$ cat src/rtl/game_pkg.sv
// Shared game-level constants: top-state codes, W_or_L encodings, bonus/world constants.
// Also holds the obstacle LFSR step used by the world sequencer.
package game_pkg;

    typedef enum logic [2:0] {
        PresOff  = 3'd0,
        PresWlcm = 3'd1,
        PresCh   = 3'd2,
        PresGame = 3'd3,
        PresWl   = 3'd4,
        PresPa   = 3'd5
    } presente_e;

    // {win, lose} as seen on W_or_L
    localparam logic [1:0] WolNone = 2'b00;
    localparam logic [1:0] WolLose = 2'b01;
    localparam logic [1:0] WolWin  = 2'b10;

    localparam logic [4:0] BonusType  = 5'd16;
    localparam logic [1:0] WorldCount = 2'd3;
    localparam int unsigned DivWidth  = 28;

    function automatic logic [3:0] lfsr_step(input logic [3:0] r);
        return {r[3] ^ r[2] ^ r[0], r[3:1]};
    endfunction

endpackage

$ cat src/rtl/world_sequencer_if.sv
// Bus between the game controller (master) and the world sequencer (slave).
interface world_sequencer_if;

    logic [2:0] presente;
    logic       bono_tomado;
    logic       collision;
    logic       tick;
    logic       spawn;
    logic [3:0] spawn_type;
    logic       bonus_spawn;
    logic [1:0] world;
    logic [6:0] remaining;
    logic       win;
    logic       lose;

    modport master (
        output presente, bono_tomado, collision,
        input  tick, spawn, spawn_type, bonus_spawn, world, remaining, win, lose
    );

    modport slave (
        input  presente, bono_tomado, collision,
        output tick, spawn, spawn_type, bonus_spawn, world, remaining, win, lose
    );

endinterface

$ cat src/rtl/tick_divider.sv
// Obstacle tick generator: counts to i_div-1, wraps and emits a registered one-cycle tick.
module tick_divider
    import game_pkg::*;
(
    input  logic                clk,
    input  logic                rst_n,
    input  logic                i_clr,
    input  logic                i_hold,
    input  logic [DivWidth-1:0] i_div,
    output logic                o_wrap,
    output logic                o_tick
);

    logic [DivWidth-1:0] r_cnt;
    logic                r_tick;
    logic [DivWidth-1:0] w_last;

    assign w_last = i_div - DivWidth'(1);
    assign o_wrap = (r_cnt == w_last);
    assign o_tick = r_tick;

    always_ff @(posedge clk or negedge rst_n) begin
        if (!rst_n) begin
            r_cnt  <= '0;
            r_tick <= 1'b0;
        end else if (i_clr) begin
            r_cnt  <= '0;
            r_tick <= 1'b0;
        end else if (i_hold) begin
            r_tick <= 1'b0;
        end else if (o_wrap) begin
            r_cnt  <= '0;
            r_tick <= 1'b1;
        end else begin
            r_cnt  <= r_cnt + DivWidth'(1);
            r_tick <= 1'b0;
        end
    end

endmodule

$ cat src/rtl/world_sequencer.sv
// Obstacle cadence, per-world budget, bonus placement and win/lose progression.
// Define WORLD_SEQ_FAST_SIM_EN for dividers 8/6/5 and a fixed LFSR seed of 1.
module world_sequencer
    import game_pkg::*;
#(
    parameter int unsigned DIV_W1 = 18000000,
    parameter int unsigned DIV_W2 = 13500000,
    parameter int unsigned DIV_W3 = 10800000,
    parameter int unsigned OBS_W1 = 15,
    parameter int unsigned OBS_W2 = 20,
    parameter int unsigned OBS_W3 = 25
) (
    input logic              clk,
    input logic              rst_n,
    world_sequencer_if.slave bus
);

    typedef enum logic [2:0] {
        StIdle,
        StLoad,
        StRun,
        StBonusWait,
        StPaused,
        StDoneWin,
        StDoneLose
    } state_e;

    logic [3:0] w_seed;

`ifdef WORLD_SEQ_FAST_SIM_EN
    localparam int unsigned DivW1 = 8;
    localparam int unsigned DivW2 = 6;
    localparam int unsigned DivW3 = 5;

    assign w_seed = 4'd1;
`else
    localparam int unsigned DivW1 = DIV_W1;
    localparam int unsigned DivW2 = DIV_W2;
    localparam int unsigned DivW3 = DIV_W3;

    logic [3:0] r_seed_cnt;

    // Free-running 1..15 so the seed is never the LFSR lock-up value
    always_ff @(posedge clk or negedge rst_n) begin
        if (!rst_n) begin
            r_seed_cnt <= 4'd1;
        end else begin
            r_seed_cnt <= (r_seed_cnt == 4'd15) ? 4'd1 : r_seed_cnt + 4'd1;
        end
    end

    assign w_seed = r_seed_cnt;
`endif

    state_e     r_state, w_state_d;
    state_e     r_ret, w_ret_d;
    state_e     w_cur;
    logic [1:0] r_world, w_world_d;
    logic [6:0] r_remaining, w_remaining_d;
    logic [1:0] r_phase, w_phase_d;
    logic [3:0] r_lfsr, w_lfsr_d;
    logic       r_spawn, w_spawn_d;
    logic       r_bonus, w_bonus_d;
    logic [3:0] r_spawn_type, w_spawn_type_d;
    logic       r_win, w_win_d;
    logic       r_lose, w_lose_d;
    logic       r_bono_q;

    logic                w_game;
    logic                w_pause;
    logic                w_bono_rise;
    logic                w_adv;
    logic                w_wrap;
    logic                w_tick;
    logic                w_clr;
    logic [DivWidth-1:0] w_div;
    logic [6:0]          w_budget;

    assign w_game      = (bus.presente == PresGame);
    assign w_pause     = (bus.presente == PresPa);
    assign w_bono_rise = bus.bono_tomado & ~r_bono_q;
    assign w_clr       = (r_state == StIdle) || (r_state == StLoad);

    always_comb begin
        unique case (r_world)
            2'd0: begin
                w_div    = DivWidth'(DivW1);
                w_budget = 7'(OBS_W1);
            end
            2'd1: begin
                w_div    = DivWidth'(DivW2);
                w_budget = 7'(OBS_W2);
            end
            default: begin
                w_div    = DivWidth'(DivW3);
                w_budget = 7'(OBS_W3);
            end
        endcase
    end

    tick_divider u_tick_divider (
        .clk    (clk),
        .rst_n  (rst_n),
        .i_clr  (w_clr),
        .i_hold (~w_adv),
        .i_div  (w_div),
        .o_wrap (w_wrap),
        .o_tick (w_tick)
    );

    always_comb begin
        w_state_d      = r_state;
        w_ret_d        = r_ret;
        w_cur          = r_state;
        w_world_d      = r_world;
        w_remaining_d  = r_remaining;
        w_phase_d      = r_phase;
        w_lfsr_d       = r_lfsr;
        w_spawn_d      = 1'b0;
        w_bonus_d      = 1'b0;
        w_spawn_type_d = r_spawn_type;
        w_win_d        = r_win;
        w_lose_d       = r_lose;
        w_adv          = 1'b0;

        unique case (r_state)
            StIdle: begin
                if (w_game) w_state_d = StLoad;
            end
            StLoad: begin
                w_remaining_d = w_budget;
                w_lfsr_d      = w_seed;
                w_phase_d     = 2'd0;
                w_state_d     = (w_game || w_pause) ? StRun : StIdle;
            end
            StRun, StBonusWait, StPaused: begin
                if (w_pause) begin
                    if (r_state != StPaused) begin
                        w_state_d = StPaused;
                        w_ret_d   = r_state;
                    end
                end else if (!w_game) begin
                    w_state_d = StIdle;
                end else if (r_state != StPaused && bus.collision) begin
                    w_state_d = StDoneLose;
                    w_lose_d  = 1'b1;
                end else if (r_state != StPaused && w_bono_rise) begin
                    w_world_d = r_world + 2'd1;
                    if (w_world_d == WorldCount) begin
                        w_state_d = StDoneWin;
                        w_win_d   = 1'b1;
                    end else begin
                        w_state_d = StLoad;
                    end
                end else begin
                    // The resume cycle counts, so a pause stretches spacing by exactly its length
                    w_adv     = 1'b1;
                    w_cur     = (r_state == StPaused) ? r_ret : r_state;
                    w_state_d = w_cur;
                    if (w_wrap && w_cur == StRun) begin
                        w_remaining_d = r_remaining - 7'd1;
                        w_bonus_d     = (r_remaining == 7'd2);
                        if (r_remaining == 7'd1) begin
                            w_spawn_d      = 1'b1;
                            w_spawn_type_d = r_lfsr;
                            w_phase_d      = 2'd0;
                        end else begin
                            if (r_phase[0]) begin
                                w_lfsr_d = lfsr_step(r_lfsr);
                            end else if (r_remaining != 7'd2) begin
                                w_spawn_d      = 1'b1;
                                w_spawn_type_d = r_lfsr;
                            end
                            w_phase_d = r_phase + 2'd1;
                        end
                        if (w_remaining_d == 7'd0) w_state_d = StBonusWait;
                    end
                end
            end
            default: begin
                if (!w_game && !w_pause) w_state_d = StIdle;
            end
        endcase

        if (w_state_d == StIdle) begin
            w_world_d      = 2'd0;
            w_remaining_d  = 7'd0;
            w_phase_d      = 2'd0;
            w_spawn_type_d = 4'd0;
            w_win_d        = 1'b0;
            w_lose_d       = 1'b0;
        end
    end

    always_ff @(posedge clk or negedge rst_n) begin
        if (!rst_n) begin
            r_state      <= StIdle;
            r_ret        <= StRun;
            r_world      <= 2'd0;
            r_remaining  <= 7'd0;
            r_phase      <= 2'd0;
            r_lfsr       <= 4'd1;
            r_spawn      <= 1'b0;
            r_bonus      <= 1'b0;
            r_spawn_type <= 4'd0;
            r_win        <= 1'b0;
            r_lose       <= 1'b0;
            r_bono_q     <= 1'b0;
        end else begin
            r_state      <= w_state_d;
            r_ret        <= w_ret_d;
            r_world      <= w_world_d;
            r_remaining  <= w_remaining_d;
            r_phase      <= w_phase_d;
            r_lfsr       <= w_lfsr_d;
            r_spawn      <= w_spawn_d;
            r_bonus      <= w_bonus_d;
            r_spawn_type <= w_spawn_type_d;
            r_win        <= w_win_d;
            r_lose       <= w_lose_d;
            r_bono_q     <= bus.bono_tomado;
        end
    end

    assign bus.tick        = w_tick;
    assign bus.spawn       = r_spawn;
    assign bus.spawn_type  = r_spawn_type;
    assign bus.bonus_spawn = r_bonus;
    assign bus.world       = r_world;
    assign bus.remaining   = r_remaining;
    assign bus.win         = r_win;
    assign bus.lose        = r_lose;

endmodule
$ cat src/flat_wrapper.sv
// flat-port wrapper written by rule: the top's interface ports become plain ports
module world_sequencer_flat import game_pkg::*;
#(
    parameter int unsigned DIV_W1 = 18000000,
    parameter int unsigned DIV_W2 = 13500000,
    parameter int unsigned DIV_W3 = 10800000,
    parameter int unsigned OBS_W1 = 15,
    parameter int unsigned OBS_W2 = 20,
    parameter int unsigned OBS_W3 = 25
)
  (clk, rst_n, bus_presente, bus_bono_tomado, bus_collision, bus_tick, bus_spawn, bus_spawn_type, bus_bonus_spawn, bus_world, bus_remaining, bus_win, bus_lose);
  world_sequencer_if bus_i ();
  input logic clk;
  input logic rst_n;
  input wire logic [$bits(bus_i.presente)-1:0] bus_presente;
  input wire logic [$bits(bus_i.bono_tomado)-1:0] bus_bono_tomado;
  input wire logic [$bits(bus_i.collision)-1:0] bus_collision;
  output wire logic [$bits(bus_i.tick)-1:0] bus_tick;
  output wire logic [$bits(bus_i.spawn)-1:0] bus_spawn;
  output wire logic [$bits(bus_i.spawn_type)-1:0] bus_spawn_type;
  output wire logic [$bits(bus_i.bonus_spawn)-1:0] bus_bonus_spawn;
  output wire logic [$bits(bus_i.world)-1:0] bus_world;
  output wire logic [$bits(bus_i.remaining)-1:0] bus_remaining;
  output wire logic [$bits(bus_i.win)-1:0] bus_win;
  output wire logic [$bits(bus_i.lose)-1:0] bus_lose;
  assign bus_i.presente = bus_presente;
  assign bus_i.bono_tomado = bus_bono_tomado;
  assign bus_i.collision = bus_collision;
  assign bus_tick = bus_i.tick;
  assign bus_spawn = bus_i.spawn;
  assign bus_spawn_type = bus_i.spawn_type;
  assign bus_bonus_spawn = bus_i.bonus_spawn;
  assign bus_world = bus_i.world;
  assign bus_remaining = bus_i.remaining;
  assign bus_win = bus_i.win;
  assign bus_lose = bus_i.lose;
  world_sequencer #(.DIV_W1(DIV_W1), .DIV_W2(DIV_W2), .DIV_W3(DIV_W3), .OBS_W1(OBS_W1), .OBS_W2(OBS_W2), .OBS_W3(OBS_W3)) u_core (.clk(clk), .rst_n(rst_n), .bus(bus_i));
endmodule
$ cat config.mk
export PLATFORM = sky130hd
export DESIGN_NAME = world_sequencer_flat
export DESIGN_NICKNAME = d
export VERILOG_FILES = /design/src/rtl/game_pkg.sv /design/src/rtl/world_sequencer_if.sv /design/src/rtl/tick_divider.sv /design/src/rtl/world_sequencer.sv /design/src/flat_wrapper.sv
export SDC_FILE = /design/constraint.sdc
export NUM_CORES = 1
export LEC_CHECK = 0
export ABC_AREA = 0
export BUFFER_PORTS_ARGS = -buffer_cell sky130_fd_sc_hd__buf_4
export CAP_MARGIN = 20
export CORE_MARGIN = 1.5
export CORE_UTILIZATION = 30
export DETAILED_ROUTE_END_ITERATION = 8
export GPL_TIMING_DRIVEN = 0
export PLACE_DENSITY = 0.42
export SYNTH_ARGS = -nofsm -noshare
export SYNTH_HDL_FRONTEND = slang
export SYNTH_SLANG_ARGS = --single-unit
$ cat constraint.sdc
create_clock -name clk -period 3.5 [get_ports clk]
set_input_delay 0.35 -clock clk [delete_from_list [all_inputs] [get_ports clk]]
set_output_delay 0.35 -clock clk [all_outputs]
set_load 0.01 [all_outputs]
Yosys cells after proc, flatten, opt, wreduce, memory -nomap -nowiden

Index checks and enable logic that the tools add are counted.

Mux-type cells: 93
Add/subtract/negate cells: 6
Bitwise gates (word level): 4
Reduce and logical (&&, ||, !) cells: 30
Equal/unequal tests: 31

Operators by type and width:

| kind                                                 | count |
|---|---|
| 2-to-1 mux 28 bit                                    | 3 |
| 2-to-1 mux 4 bit                                     | 18 |
| case mux 25 bit (2 select lines)                     | 1 |
| 2-to-1 mux 7 bit                                     | 6 |
| 2-to-1 mux 1 bit                                     | 35 |
| 2-to-1 mux 3 bit                                     | 11 |
| adder 28 x 1 -> 28 bit (second input constant)       | 1 |
| equality test 28 bit                                 | 1 |
| 2-to-1 mux 2 bit                                     | 14 |
| subtractor 25 x 1 -> 26 bit (second input constant)  | 1 |
| AND reduction 8 bit                                  | 2 |
| nonzero test 2 bit                                   | 8 |
| != test 3 bit (second input constant)                | 5 |
| != test 2 bit (second input constant)                | 7 |
| case mux 7 bit (2 select lines)                      | 1 |
| equality test 3 x 2 -> 1 bit (second input constant) | 4 |
| AND reduction 6 bit                                  | 2 |
| case mux 5 bit (2 select lines)                      | 1 |
| case mux 3 bit (3 select lines)                      | 1 |
| case mux 4 bit (2 select lines)                      | 1 |
| equality test 7 x 1 -> 1 bit (second input constant) | 1 |
| equality test 7 x 2 -> 1 bit (second input constant) | 1 |
| logical NOT 7 bit                                    | 1 |
| != test 7 x 2 -> 1 bit (second input constant)       | 1 |
| other kinds (24)                                     | 37 |

Flip-flop bits (word level): 63
Logic and storage cells: 179
Input bits: 7
Output and inout bits: 18

Logic depth before layout (Yosys ltp)

Gate-level depths: netlist (run 1).

Word-level depth: 14
Depth in mapped cells: 10
Mapped depth without buffers: 8

Cells and area by module

A second synthesis (run 1) with hierarchy kept.

Cell total of the unflattened synthesis: 509
Area, all modules: 4,503.1 um^2

Modules (own cells, without submodules):

| module          | instances | area each (um^2) | cells each | seq. area each (um^2) |
|---|---|---|---|---|
| tick_divider    | 1         | 2,509.9          | 299        | 725.7 |
| world_sequencer | 1         | 1,993.2          | 210        | 829.5 |

Worst setup path after synthesis (run 1)

No wires, ideal clock.

Path kind: register to register
From: register u_core.r_world[1] (netlist: u_core.bus.world[1])
To: register u_core.r_remaining[1] (netlist: u_core.bus.remaining[1])
Stages on the path, launching flop included: 10
Setup time: 0.151 ns
Data arrival time: 2.521 ns
Slack: 0.828 ns
Path through: dfrtp_1 -> inv_1 -> ha_1 -> or4b_1 -> a222oi_1 -> nand3_1 -> or3_1 -> buf_6 -> a221oi_2 -> a311oi_2

Word-level cells in the longest chain between the ends: 14
Elaborated cells between the ends (all ways): 26

RTL lines:

| what                                                              | RTL line               | source |
|---|---|---|
| start: declaration                                                | world_sequencer.sv:58  | `logic [1:0] r_world, w_world_d;` |
| start signal: assignment                                          | world_sequencer.sv:212 | `r_world <= w_world_d;` |
| equality test 2 x 1 -> 1 bit or logical NOT 2 bit (tied branches) | world_sequencer.sv:85  | `unique case (r_world)` |
| case mux 25 bit (2 select lines)                                  | world_sequencer.sv:85  |  |
| subtractor 25 x 1 -> 26 bit                                       | tick_divider.sv:18     | `assign w_last = i_div - DivWidth'(1);` |
| equality test 28 bit                                              | tick_divider.sv:19     | `assign o_wrap = (r_cnt == w_last);` |
| logical AND 1 bit                                                 | world_sequencer.sv:160 | `if (w_wrap && w_cur == StRun) begin` |
| 2-to-1 mux 3 bit                                                  | world_sequencer.sv:160 |  |
| 2-to-1 mux 3 bit                                                  | world_sequencer.sv:147 | `end else if (r_state != StPaused && w_bono_rise) begin` |
| 2-to-1 mux 3 bit                                                  | world_sequencer.sv:144 | `end else if (r_state != StPaused && bus.collision) begin` |
| 2-to-1 mux 3 bit                                                  | world_sequencer.sv:142 | `end else if (!w_game) begin` |
| 2-to-1 mux 3 bit                                                  | world_sequencer.sv:137 | `if (w_pause) begin` |
| case mux 3 bit (3 select lines)                                   | world_sequencer.sv:126 | `unique case (r_state)` |
| logical NOT 3 bit                                                 | world_sequencer.sv:185 | `if (w_state_d == StIdle) begin` |
| != test 3 x 1 -> 1 bit (no line), or another cell as far along    | n/a                    |  |
| AND reduction 6 bit (no line)                                     | n/a                    |  |
| end signal: assignment                                            | world_sequencer.sv:213 | `r_remaining <= w_remaining_d;` |
| end: declaration                                                  | world_sequencer.sv:59  | `logic [6:0] r_remaining, w_remaining_d;` |

Several ways; a longest one is shown, not always the timed one.
A chain may end at the register's enable or synchronous reset.

Worst setup path after layout (run 1)

From: register u_core.r_world[1] (netlist: u_core.bus.world[1])
To: register u_core.r_remaining[4] (netlist: u_core.bus.remaining[4])

Same word-level chain as after synthesis.

==> results of run 1 <==
==> path summary, 6_finish.rpt <==
kind	end	slack, ps	depth (start not counted)
min in group clk	u_core.r_bono_q$_DFF_PN0_	130	1
setup reg to reg	u_core.bus.remaining[4]$_DFFE_PN0P_	330	9
hold / removal	u_core.r_seed_cnt[1]$_DFF_PN0_	120	1
max in group asynchronous	u_core.u_tick_divider.r_cnt[9]$_DFFE_PN0P_	2850	1
hold reg to reg	u_core.r_seed_cnt[0]$_DFF_PN1_	480	1
setup / recovery	u_core.bus.remaining[4]$_DFFE_PN0P_	330	9
==> report_power, final <==
group	switching, mW	internal [mW]	total [mW]
Clock	0.330	0.586	0.915
Sequential	0.0167	0.737	0.753
Combinational	0.0637	0.0369	0.101
==> kinds of logic after synthesis <==
kind of cell,count (synthesis),synth area share [%]
compound gates,74,14.0
flops,62,41.5
xor+xnor,21,4.91
fa+ha+maj,9,3.00
simple gates,198,29.1
mux,11,3.10
buf+inv,27,4.37
==> state kept, by name, summed over array words and instances (netlist names), 2 cells and up <==
name / count
u_core.u_tick_divider.r_cnt: 28
u_core.bus.world: 2
u_core.r_seed_cnt: 4
u_core.r_ret: 3
u_core.r_state: 3
u_core.r_lfsr: 4
u_core.bus.spawn_type: 4
u_core.bus.remaining: 7
==> metal layers <==
| layer | share of wire (%) | global-route usage [%] | up-vias |
|---|---|---|---|
| met5 | 0 | 0 | - |
| met3 | 3.1 | 3.06 | 9 |
| met2 | 42 | 23.9 | 46 |
| li1 | - | - | 1545 |
| met1 | 54 | 25.7 | 1558 |
| met4 | 1.4 | 7.82 | 0 |
==> synthesized netlist by cell type, types with 4 or more instances <==
library cell	n
nor2_1	44
inv_1	14
or3_1	7
o21ai_0	20
nor4_1	7
and3_1	6
mux2i_1	6
xnor2_1	9
nand3_1	26
nand2_1	35
nor2b_1	7
dfrtp_1	59
nor3_1	19
nand3b_1	6
xor2_1	12
a21oi_1	16
nand4_1	9
ha_1	9
a22o_1	7
clkbuf_1	4
buf_6	4
==> layout make-up <==
class	count	area [um2]
Fill cell	1268	7670
Clock buffer	12	256
Multi-Input combinational cell	313	2030
Clock inverter	4	45.0
Sequential cell	62	1560
Buffer	13	111
Timing Repair Buffer	24	180
Inverter	14	52.6
Tap cell	168	210
==> timing repair <==
item                       in CTS  in global routing
hold endpoints to repair        0                  0
gates resized for setup         0                  1
setup endpoints to repair       0                  7
==> summary.txt, run 1 <==
Hold path
  – Worst hold path class: input pin to async pin

Yosys
  – Syn Area/Cell: 9.33 um2
  – Yosys reg bits: 62
  – Synth top area cells: dfrtp_1 (39%), nor2_1 (4.4%), nand2_1 (3.5%)
  – Number of synthesized flops with an enable pin: 0
  – Syn Inst Count: 402
  – Syn nets: 418
  – Cell Area, Synth: 0.00375 mm2
  – Ys flop type: dfrtp_1
  – Synth cell types: 70
  – Post-synth top area cell: dfrtp_1
  – Synth warnings: 0
  – Yosys top cell area share: 39.4%
  – Seq/Total Area, Yosys: 41.5%
  – Async SR Flop Fraction: 100%

Critical path
  – Crit Path Category: flop to flop
  – Worst path required time: 3750 ps
  – CP max FO: 10
  – WP buf/inv: 2
  – Crit path largest cell delay: 640 ps
  – WP data arrival: 3430 ps
  – Worst setup EP type: flop
  – Worst-path cell chain: inv_1, ha_1, buf_6, or4b_1, mux2i_1, nand3_1, nor3_1, o221ai_1, a21oi_1
  – Slowest cell on crit path: nor3_1
  – Startpoint class of the critical path: flop
  – Critical Path Start: u_core.bus.world[1]$_DFFE_PN0P_
  – Top delay family on crit path: simple AND/OR/NAND/NOR gates
  – Reg2Reg Launch Point: u_core.bus.world[1]$_DFFE_PN0P_

Clock network
  – Postcts setup bufs: 0
  – CTS buffer count: 9
  – Clock-pin slew on the worst setup and hold paths: 50 ps
  – Clk root buf: clkbuf_16
  – CTS sink count: 62
  – H-Tree Depth: 3
  – Clock latency on the worst-skew pair: 340 ps
  – Hold buffers post-CTS: 0
  – Clock Path Buffers: 2
  – TritonCTS clock tree: built

Layout
  – Share of post-route cells with drive strength above 1: 15.8%
  – Commonest non-fill, non-tap cells in the layout: dfrtp_1 (59), nor2_1 (44), nand2_1 (35)
  – Core Util, Final: 36.7%
  – N_diodes: 0
  – Nets: 453
  – Area growth syn-to-layout: 18.6%
  – Post-Layout Cell Count: 610
  – Final Cell Area: 0.00445 mm2
  – Commonest non-fill, non-tap cell in the layout: dfrtp_1

Routing
  – Antenna-violating nets left: 0
  – Via/cell ratio: 5.18
  – 1st-pass router iterations: 4
  – Post-Route WL: 10200 um
  – Routed len/inst: 16.7 um
  – Starting DRT DRC Count: 163
  – DR vias: 3158
  – DRC viols: 0

Pwr
  – Leakage power: 1.79 nW
  – Total power: 1.77 mW
  – Power per standard cell area: 398 mW/mm2
  – VDD IR max: 0.300 mV

STA
  – Hold slack: 123 ps
  – Final setup fails: 0
  – Final hold vios: 0
  – Setup tns final: 0 ps
  – Least-Margin Pin Slew: 1040 ps
  – Slew headroom: 30.5%
  – Tmin final: 3170 ps
  – PnR worst setup slack: 326 ps
  – F_max: 315 MHz
  – Worst Skew: 9.27 ps
  – Slew Limit Fails: 0
  – Tcrit/Tclk final: 90.7%
  – Unrepaired setup endpoints after global routing: no

Place
  – Post-DP HPWL: 7190 um
  – Pre-CTS setup slack: 149 ps
  – IO buf count: 24
  – Routability cong.: 0.760
  – Placement-stage cell area: 0.00414 mm2
  – Dpl cells: 594

GRT
  – Largest net degree at the start of global routing: 63
  – Overflow after GRT: 0
  – Vias in the first global route: 3057
  – GR Util All Layers: 17.1%
  – First-pass GRT wire length: 17000 um
  – Initial antenna violation count: 0

Run status
  – Status: complete, no violations

Floorplanning
  – Starting density of the core: 31.0%
  – Row count: 40
  – Die X: 115 um
  – Die height: 115 um
  – Core ar.: 0.0121 mm2
  – IO Pins: 25
  – Die ar.: 0.0132 mm2

Job
  – MaxCap Viol Count: 0
(Power assumes the default switching activity.)
==> inputs of run 2 (changes only) <==
==> constraint.sdc (replaced) <==
create_clock -name clk -period 4 [get_ports clk]
set_input_delay 0.4 -clock clk [delete_from_list [all_inputs] [get_ports clk]]
set_output_delay 0.4 -clock clk [all_outputs]
set_load 0.01 [all_outputs]
==> run 2 against run 1 <==
Compared with the run above:
- worst setup slack improved by 310 ps
- sequential share of layout area about the same
- routed wire length is 0.38% lower
- sequential power shrank 12%
- final cell count unchanged
- global-route usage is the same
- highest routed layer unchanged
- via count is 0.16% higher
- combinational power is 13% lower
- clock power is 13% lower
- flip-flop and latch count unchanged
==> summary.txt, run 2 (synthesis gave the netlist of run 1 again) <==
Run status
  – Status: complete, no violations (unchanged)

STA
  – Worst Skew: 9.16 ps (was 9.27 ps)
  – Setup tns final: 0 ps (unchanged)
  – F_max: 297 MHz (was 315 MHz)
  – Final setup fails: 0 (unchanged)
  – Tmin final: 3360 ps (was 3170 ps)
  – Slew Limit Fails: 0 (unchanged)
  – Tcrit/Tclk final: 84.1% (was 90.7%)
  – Unrepaired setup endpoints after global routing: no (unchanged)
  – Slew headroom: 28.6% (was 30.5%)
  – Final hold vios: 0 (unchanged)
  – Least-Margin Pin Slew: 1070 ps (was 1040 ps)

Clock network
  – CTS sink count: 62 (unchanged)
  – Clock latency on the worst-skew pair: 340 ps (about the same)
  – Clk root buf: clkbuf_16 (unchanged)
  – Hold buffers post-CTS: 0 (unchanged)
  – Resized Gates After CTS: 0 (unchanged)
  – TritonCTS clock tree: built (unchanged)
  – Clock Path Buffers: 2 (unchanged)
  – Clock-pin slew on the worst setup and hold paths: 50 ps (about the same)
  – CTS buffer count: 9 (unchanged)
  – H-Tree Depth: 3 (unchanged)
  – Postcts setup bufs: 0 (unchanged)

GRT
  – Initial antenna violation count: 0 (unchanged)
  – Overflow after GRT: 0 (unchanged)
  – Vias in the first global route: 3057 (unchanged)
  – GR Util All Layers: 17.1% (unchanged)
  – Largest net degree at the start of global routing: 63 (unchanged)
  – First-pass GRT wire length: 17000 um (unchanged)

Routing
  – Via/cell ratio: 5.19 (was 5.18)
  – 1st-pass router iterations: 4 (unchanged)
  – Antenna-violating nets left: 0 (unchanged)
  – Post-Route WL: 10100 um (was 10200 um)
  – DR vias: 3163 (was 3158)
  – Routed len/inst: 16.6 um (was 16.7 um)
  – DRC viols: 0 (unchanged)
  – Starting DRT DRC Count: 186 (was 163)

Layout
  – Final Cell Area: 0.00444 mm2 (was 0.00445 mm2)
  – Commonest non-fill, non-tap cells in the layout: dfrtp_1 (59), nor2_1 (44), nand2_1 (35) (unchanged)
  – Number of fillers in the final layout: 1268 (unchanged)
  – Top reg by flops: u_core.u_tick_divider.r_cnt (unchanged)
  – Nets: 453 (unchanged)
  – Commonest non-fill, non-tap cell in the layout: dfrtp_1 (unchanged)
  – N_diodes: 0 (unchanged)
  – Max FFs per register: 28 (unchanged)
  – Area growth syn-to-layout: 18.5% (was 18.6%)
  – Share of post-route cells with drive strength above 1: 15.6% (was 15.8%)

Critical path
  – Worst path required time: 4230 ps (was 3750 ps)
  – Worst-path cell chain: inv_1, ha_1, buf_6, or4b_1, mux2i_1, nand3_1, o21ai_1, o21ai_0, a22o_1 (was inv_1, ha_1, buf_6, or4b_1, mux2i_1, nand3_1, nor3_1, o221ai_1, a21oi_1)
  – CP max FO: 10 (unchanged)
  – Top delay family on crit path: compound AO/OA/AOI/OAI gates (was simple AND/OR/NAND/NOR gates)
  – Crit path largest cell delay: 730 ps (was 640 ps)
  – WP data arrival: 3590 ps (was 3430 ps)
  – Worst setup EP type: flop (unchanged)
  – WP buf/inv: 2 (unchanged)
  – Startpoint class of the critical path: flop (unchanged)
  – Slowest cell on crit path: o21ai_1 (was nor3_1)
  – Crit Path Category: flop to flop (unchanged)
  – Setup slack, reg-to-reg: 640 ps (was 330 ps)

Floorplanning
  – Die X: 115 um (unchanged)
  – Row count: 40 (unchanged)
  – Die height: 115 um (unchanged)
  – IO Pins: 25 (unchanged)
  – Starting density of the core: 31.0% (unchanged)
  – Core ar.: 0.0121 mm2 (unchanged)
  – Die ar.: 0.0132 mm2 (unchanged)

Pwr
  – Power per standard cell area: 348 mW/mm2 (was 398 mW/mm2)
  – Switching pwr: 0.356 mW (was 0.410 mW)
  – Sequential cell fraction of total power: 42.6% (about the same)
  – Comb pwr share: 5.7% (about the same)
  – P_int: 1.19 mW (was 1.36 mW)
  – Leakage power: 1.78 nW (was 1.79 nW)
  – VDD IR max: 0.260 mV (was 0.300 mV)
  – Sw frac: 23.0% (was 23.2%)
  – Clk pwr share: 51.7% (about the same)

Job
  – MaxCap Viol Count: 0 (unchanged)

Place
  – IO buf count: 24 (unchanged)
  – Routability cong.: 0.760 (unchanged)
  – Post-DP HPWL: 7190 um (unchanged)
  – Placement-stage cell area: 0.00414 mm2 (unchanged)

Hold path
  – Worst hold path class: input pin to async pin (unchanged)
[run 2: cell count changes in the layout (fill, tap and decap cells not counted)]
cell,before,now
o21ai_1,0,1
o21ai_2,1,0
[run 2: path summary, 6_finish.rpt]
| check | startpoint | depth (start not counted) | endpoint |
|---|---|---|---|
| max in group asynchronous | rst_n | 1 | u_core.u_tick_divider.r_cnt[9]$_DFFE_PN0P_ |
| worst min register to register | u_core.r_seed_cnt[0]$_DFF_PN1_ | 1 | u_core.r_seed_cnt[0]$_DFF_PN1_ |
| worst max-delay path | u_core.bus.world[1]$_DFFE_PN0P_ | 9 | u_core.u_tick_divider.r_cnt[9]$_DFFE_PN0P_ |
| min in group clk | bus_bono_tomado | 1 | u_core.r_bono_q$_DFF_PN0_ |
| worst min-delay path | rst_n | 1 | u_core.r_seed_cnt[1]$_DFF_PN0_ |
| worst max register to register | u_core.bus.world[1]$_DFFE_PN0P_ | 9 | u_core.u_tick_divider.r_cnt[9]$_DFFE_PN0P_ |
[run 2: cell type report]
cell class	instances	area [um2]	area share [%]
plain buffers	13	111	2.51
clock buffers	12	256	5.77
clock inverters	4	45.0	1.01
inverters	14	52.6	1.18
multi-input cells	313	2030	45.7
flip-flops and latches	62	1560	35.0
well taps	168	210	4.73
repair buffers	24	180	4.06
[run 2: power groups by stage]
stage / logic (mW) / clock network, mW / registers (mW)
after CTS: 0.0897 / 0.821 / 0.659
after floorplan: 0.0521 / 0 / 0.665
after detailed placement: 0.0891 / 0 / 0.669
after global placement: 0.0891 / 0 / 0.670
final: 0.0878 / 0.799 / 0.659
after global routing: 0.0992 / 0.849 / 0.661
[run 2: layer usage]
metal	vias to the layer above	track usage, %	share of wire (%)	wire length [um]
li1	1543	-	-	-
met1	1568	25.7	53	5410
met2	43	23.9	42	4290
met3	9	3.06	2.9	292
met4	0	7.82	1.4	142
met5	-	0	0	0
[run 2: metrics by stage]
stage	total power, mW	cells	worst slack (ps)	hold WS, ps	utilization [%]
after global placement	0.759	594	697	462	34.2
final	1.55	610	636	170	36.7
after detailed placement	0.758	594	649	466	34.2
after CTS	1.57	610	633	170	36.7
after global routing	1.61	610	379	172	36.7
after floorplan	0.717	402	1330	104	-
==> inputs of run 3 (changes only) <==
--- a/config.mk
+++ b/config.mk
@@ -5,14 +5,14 @@
 export SDC_FILE = /design/constraint.sdc
 export NUM_CORES = 1
 export LEC_CHECK = 0
-export ABC_AREA = 0
+export ABC_AREA = 1
 export BUFFER_PORTS_ARGS = -buffer_cell sky130_fd_sc_hd__buf_4
 export CAP_MARGIN = 20
 export CORE_MARGIN = 1.5
 export CORE_UTILIZATION = 30
 export DETAILED_ROUTE_END_ITERATION = 8
 export GPL_TIMING_DRIVEN = 0
-export PLACE_DENSITY = 0.42
+export PLACE_DENSITY = 0.44
 export SYNTH_ARGS = -nofsm -noshare
 export SYNTH_HDL_FRONTEND = slang
 export SYNTH_SLANG_ARGS = --single-unit
==> constraint.sdc (replaced) <==
create_clock -name clk -period 3 [get_ports clk]
set_input_delay 0.3 -clock clk [delete_from_list [all_inputs] [get_ports clk]]
set_output_delay 0.3 -clock clk [all_outputs]
set_load 0.01 [all_outputs]
==> run 3 against run 2 <==
Compared with the run above:
- critical path depth grew 5
- clock-buffer cell count shrank 1
- largest power group unchanged
- power grew 39%
- core utilization shrank 0.37 points
- clock power grew 44%
- synthesized cell count grew 24%
- combinational power grew 48%
- clock skew shrank 3.0 ps
- flip-flop and latch count is the same
- largest cell class unchanged
- sequential power grew 33%
- global-route usage shrank 0.70 points
==> summary.txt, run 3 <==
GRT
  – Vias in the first global route: 3385 (was 3057)
  – Largest net degree at the start of global routing: 63 (unchanged)
  – GR Util All Layers: 16.4% (was 17.1%)
  – First-pass GRT wire length: 16900 um (was 17000 um)
  – Overflow after GRT: 0 (unchanged)
  – Initial antenna violation count: 0 (unchanged)

Critical path
  – Worst setup EP type: flop (unchanged)
  – WP data arrival: 2800 ps (was 3590 ps)
  – Worst path required time: 3220 ps (was 4230 ps)
  – Startpoint class of the critical path: flop (unchanged)
  – CP max FO: 10 (unchanged)
  – Crit Path Category: flop to flop (unchanged)

Routing
  – Met2 routed WL: 4570 um (was 4290 um)
  – DR vias: 3307 (was 3163)
  – Post-Route WL: 9690 um (was 10100 um)
  – DRC viols: 0 (unchanged)
  – Met3 WL: 352 um (was 292 um)
  – Wl on met1: 4570 um (was 5410 um)
  – Routed len/inst: 13.6 um (was 16.6 um)
  – Top Metal Used: met4 (unchanged)
  – 1st-pass router iterations: 4 (unchanged)
  – Starting DRT DRC Count: 217 (was 186)
  – Via/cell ratio: 4.65 (was 5.19)
  – Antenna-violating nets left: 0 (unchanged)

Pwr
  – Leakage power: 2.11 nW (was 1.78 nW)
  – Total power: 2.15 mW (was 1.55 mW)
  – Power per standard cell area: 471 mW/mm2 (was 348 mW/mm2)
  – VDD IR max: 0.190 mV (was 0.260 mV)

Layout
  – Area growth syn-to-layout: 18.8% (was 18.5%)
  – Number of fillers in the final layout: 1334 (was 1268)
  – Final Cell Area: 0.00456 mm2 (was 0.00444 mm2)
  – Post-Layout Cell Count: 711 (was 610)
  – Commonest non-fill, non-tap cells in the layout: nand2_1 (110), inv_1 (66), dfrtp_1 (59) (was dfrtp_1 (59), nor2_1 (44), nand2_1 (35))
  – Share of post-route cells with drive strength above 1: 17.8% (was 15.6%)
  – Max FFs per register: 28 (unchanged)
  – Commonest non-fill, non-tap cell in the layout: nand2_1 (was dfrtp_1)
  – Top reg by flops: u_core.u_tick_divider.r_cnt (unchanged)
  – Nets: 550 (was 453)
  – N_diodes: 0 (unchanged)

Clock network
  – CTS sink count: 62 (unchanged)
  – Resized Gates After CTS: 0 (unchanged)
  – H-Tree Depth: 3 (unchanged)
  – Postcts setup bufs: 0 (unchanged)
  – Clk root buf: clkbuf_16 (unchanged)
  – Hold buffers post-CTS: 0 (unchanged)
  – TritonCTS clock tree: built (unchanged)
  – Clock Path Buffers: 2 (unchanged)
  – Clock latency on the worst-skew pair: 340 ps (about the same)
  – Clock-pin slew on the worst setup and hold paths: 60 ps (was 50 ps)
  – CTS buffer count: 9 (unchanged)

Place
  – Post-DP HPWL: 7260 um (was 7190 um)
  – IO buf count: 24 (unchanged)
  – Dpl cells: 695 (was 594)
  – Placement-stage cell area: 0.00424 mm2 (was 0.00414 mm2)
  – Routability cong.: 0.829 (was 0.760)
  – Pre-CTS setup slack: 347 ps (was 649 ps)

Yosys
  – Number of synthesized flops with an enable pin: 0 (unchanged)
  – Syn nets: 515 (was 418)
  – Syn Area/Cell: 7.70 um2 (was 9.33 um2)
  – Top cells by count, synth: nand2_1 (110), inv_1 (66), dfrtp_1 (59), nor2_1 (56), nand3_1 (40) (was dfrtp_1 (59), nor2_1 (44), nand2_1 (35), nand3_1 (26), o21ai_0 (20))
  – Seq/Total Area, Yosys: 40.5% (was 41.5%)
  – Synth warnings: 0 (unchanged)
  – Synth Area in XOR/XNOR: 2.74% (was 4.90%)
  – Adder-cell share of the synthesized area: 2.93% (was 3.00%)
  – Main combinational cell family by area after synthesis: simple AND/OR/NAND/NOR gates (unchanged)
  – Yosys reg bits: 62 (unchanged)
  – Async SR Flop Fraction: 100% (unchanged)
  – Synth Area in Compound Gates: 9.91% (was 14.0%)
  – Yosys top cell area share: 38.4% (was 39.4%)
  – Synth top area cells: dfrtp_1 (38%), nand2_1 (11%), inv_1 (6.5%) (was dfrtp_1 (39%), nor2_1 (4.4%), nand2_1 (3.5%))
  – Synth cell types: 42 (was 70)
  – Ys flop type: dfrtp_1 (unchanged)
  – Post-synth top area cell: dfrtp_1 (unchanged)
  – Post-Synth Simple-Gate Area: 35.3% (was 29.1%)
  – Syn Inst Count: 499 (was 402)
  – Most instantiated library cell after synthesis: nand2_1 (was dfrtp_1)
  – Cell Area, Synth: 0.00384 mm2 (was 0.00375 mm2)
  – Mux cell area share after synthesis: 0.261% (was 3.10%)

Floorplanning
  – Starting density of the core: 30.6% (was 31.0%)
  – IO Pins: 25 (unchanged)
  – Core ar.: 0.0126 mm2 (was 0.0121 mm2)
  – Die height: 116 um (was 115 um)
  – Die ar.: 0.0135 mm2 (was 0.0132 mm2)
  – Row count: 41 (was 40)
  – Die X: 116 um (was 115 um)

Run status
  – Status: complete, no violations (unchanged)

STA
  – Least-Margin Pin Slew: 812 ps (was 1070 ps)
  – Setup tns final: 0 ps (unchanged)
  – Final hold vios: 0 (unchanged)
  – Tcrit/Tclk final: 86.2% (was 84.1%)
  – Worst Skew: 6.13 ps (was 9.16 ps)
  – Slew Limit Fails: 0 (unchanged)
  – Final setup fails: 0 (unchanged)
  – Unrepaired setup endpoints after global routing: no (unchanged)
  – PnR worst setup slack: 414 ps (was 636 ps)
  – Slew headroom: 45.9% (was 28.6%)
  – F_max: 387 MHz (was 297 MHz)
  – Tmin final: 2590 ps (was 3360 ps)

Job
  – MaxCap Viol Count: 0 (unchanged)

Hold path
  – Worst hold path class: input pin to async pin (unchanged)
==> run 3: kinds of logic (layout without fill, tap and decap cells) <==
group,Yosys count,after routing
buffers and inverters,82,122
XOR/XNOR,12,12
multiplexers,1,1
flip-flops,62,62
adder cells (fa/ha/maj),9,9
AND/OR/NAND/NOR,271,271
AO/OA/AOI/OAI,62,62
==> run 3: through the flow <==
step	utilization [%]	hold WS, ps
floorplan	-	4.41
detailed placement	33.7	453
global route	36.3	102
finish	36.3	55.0
CTS	36.3	86.9
global placement	33.7	449
==> run 3: final timing paths <==
| check | slack (ps) | to | start | depth (start not counted) |
|---|---|---|---|---|
| max in group asynchronous | 2410 | u_core.u_tick_divider.r_cnt[13]$_DFFE_PN0P_ | rst_n | 1 |
| min in group clk | 100 | u_core.r_bono_q$_DFF_PN0_ | bus_bono_tomado | 1 |
| max | 410 | u_core.u_tick_divider.r_cnt[8]$_DFFE_PN0P_ | u_core.bus.world[1]$_DFFE_PN0P_ | 14 |
| min | 50 | u_core.bus.spawn_type[1]$_DFFE_PN0P_ | rst_n | 1 |
| min reg2reg | 470 | u_core.r_seed_cnt[0]$_DFF_PN1_ | u_core.r_seed_cnt[0]$_DFF_PN1_ | 1 |
| max reg2reg | 410 | u_core.u_tick_divider.r_cnt[8]$_DFFE_PN0P_ | u_core.bus.world[1]$_DFFE_PN0P_ | 14 |
==> run 3: where the power goes <==
part	leakage (nW)	internal, mW	switching [mW]	total (mW)
logic	1.12	0.0418	0.0884	0.130
clock network	0.148	0.749	0.398	1.15
registers	0.839	0.861	0.0125	0.874
==> run 3: routing by layer <==
metal	GRT usage [%]	up-vias
met5	0	-
met1	21.2	1550
met2	26.8	53
li1	-	1689
met3	3.11	15
met4	7.56	0
==> run 3: cell type report <==
type                    count  area, um2  area share, %
multi-input cells         355       1960           43.0
flip-flops and latches     62       1560           34.1
inverters                  78        295           6.47
clock buffers              11        243           5.32
well taps                 172        215           4.72
repair buffers             24        180           3.95
clock inverters             5       82.6           1.81
plain buffers               4       28.8          0.631
==> run 3: worst max-delay path, stage by stage (launching register included) <==
cell and delay (ps):
dfrtp_1 440, inv_1 130, ha_1 190, buf_2 170, nor2_1 200, nor2_1 70, nor2_1 100, nand2_1 50
nor2_1 100, nand3_1 180, nand2_1 110, inv_1 140, nor2_4 230, clkbuf_4 270, nor3_1 70
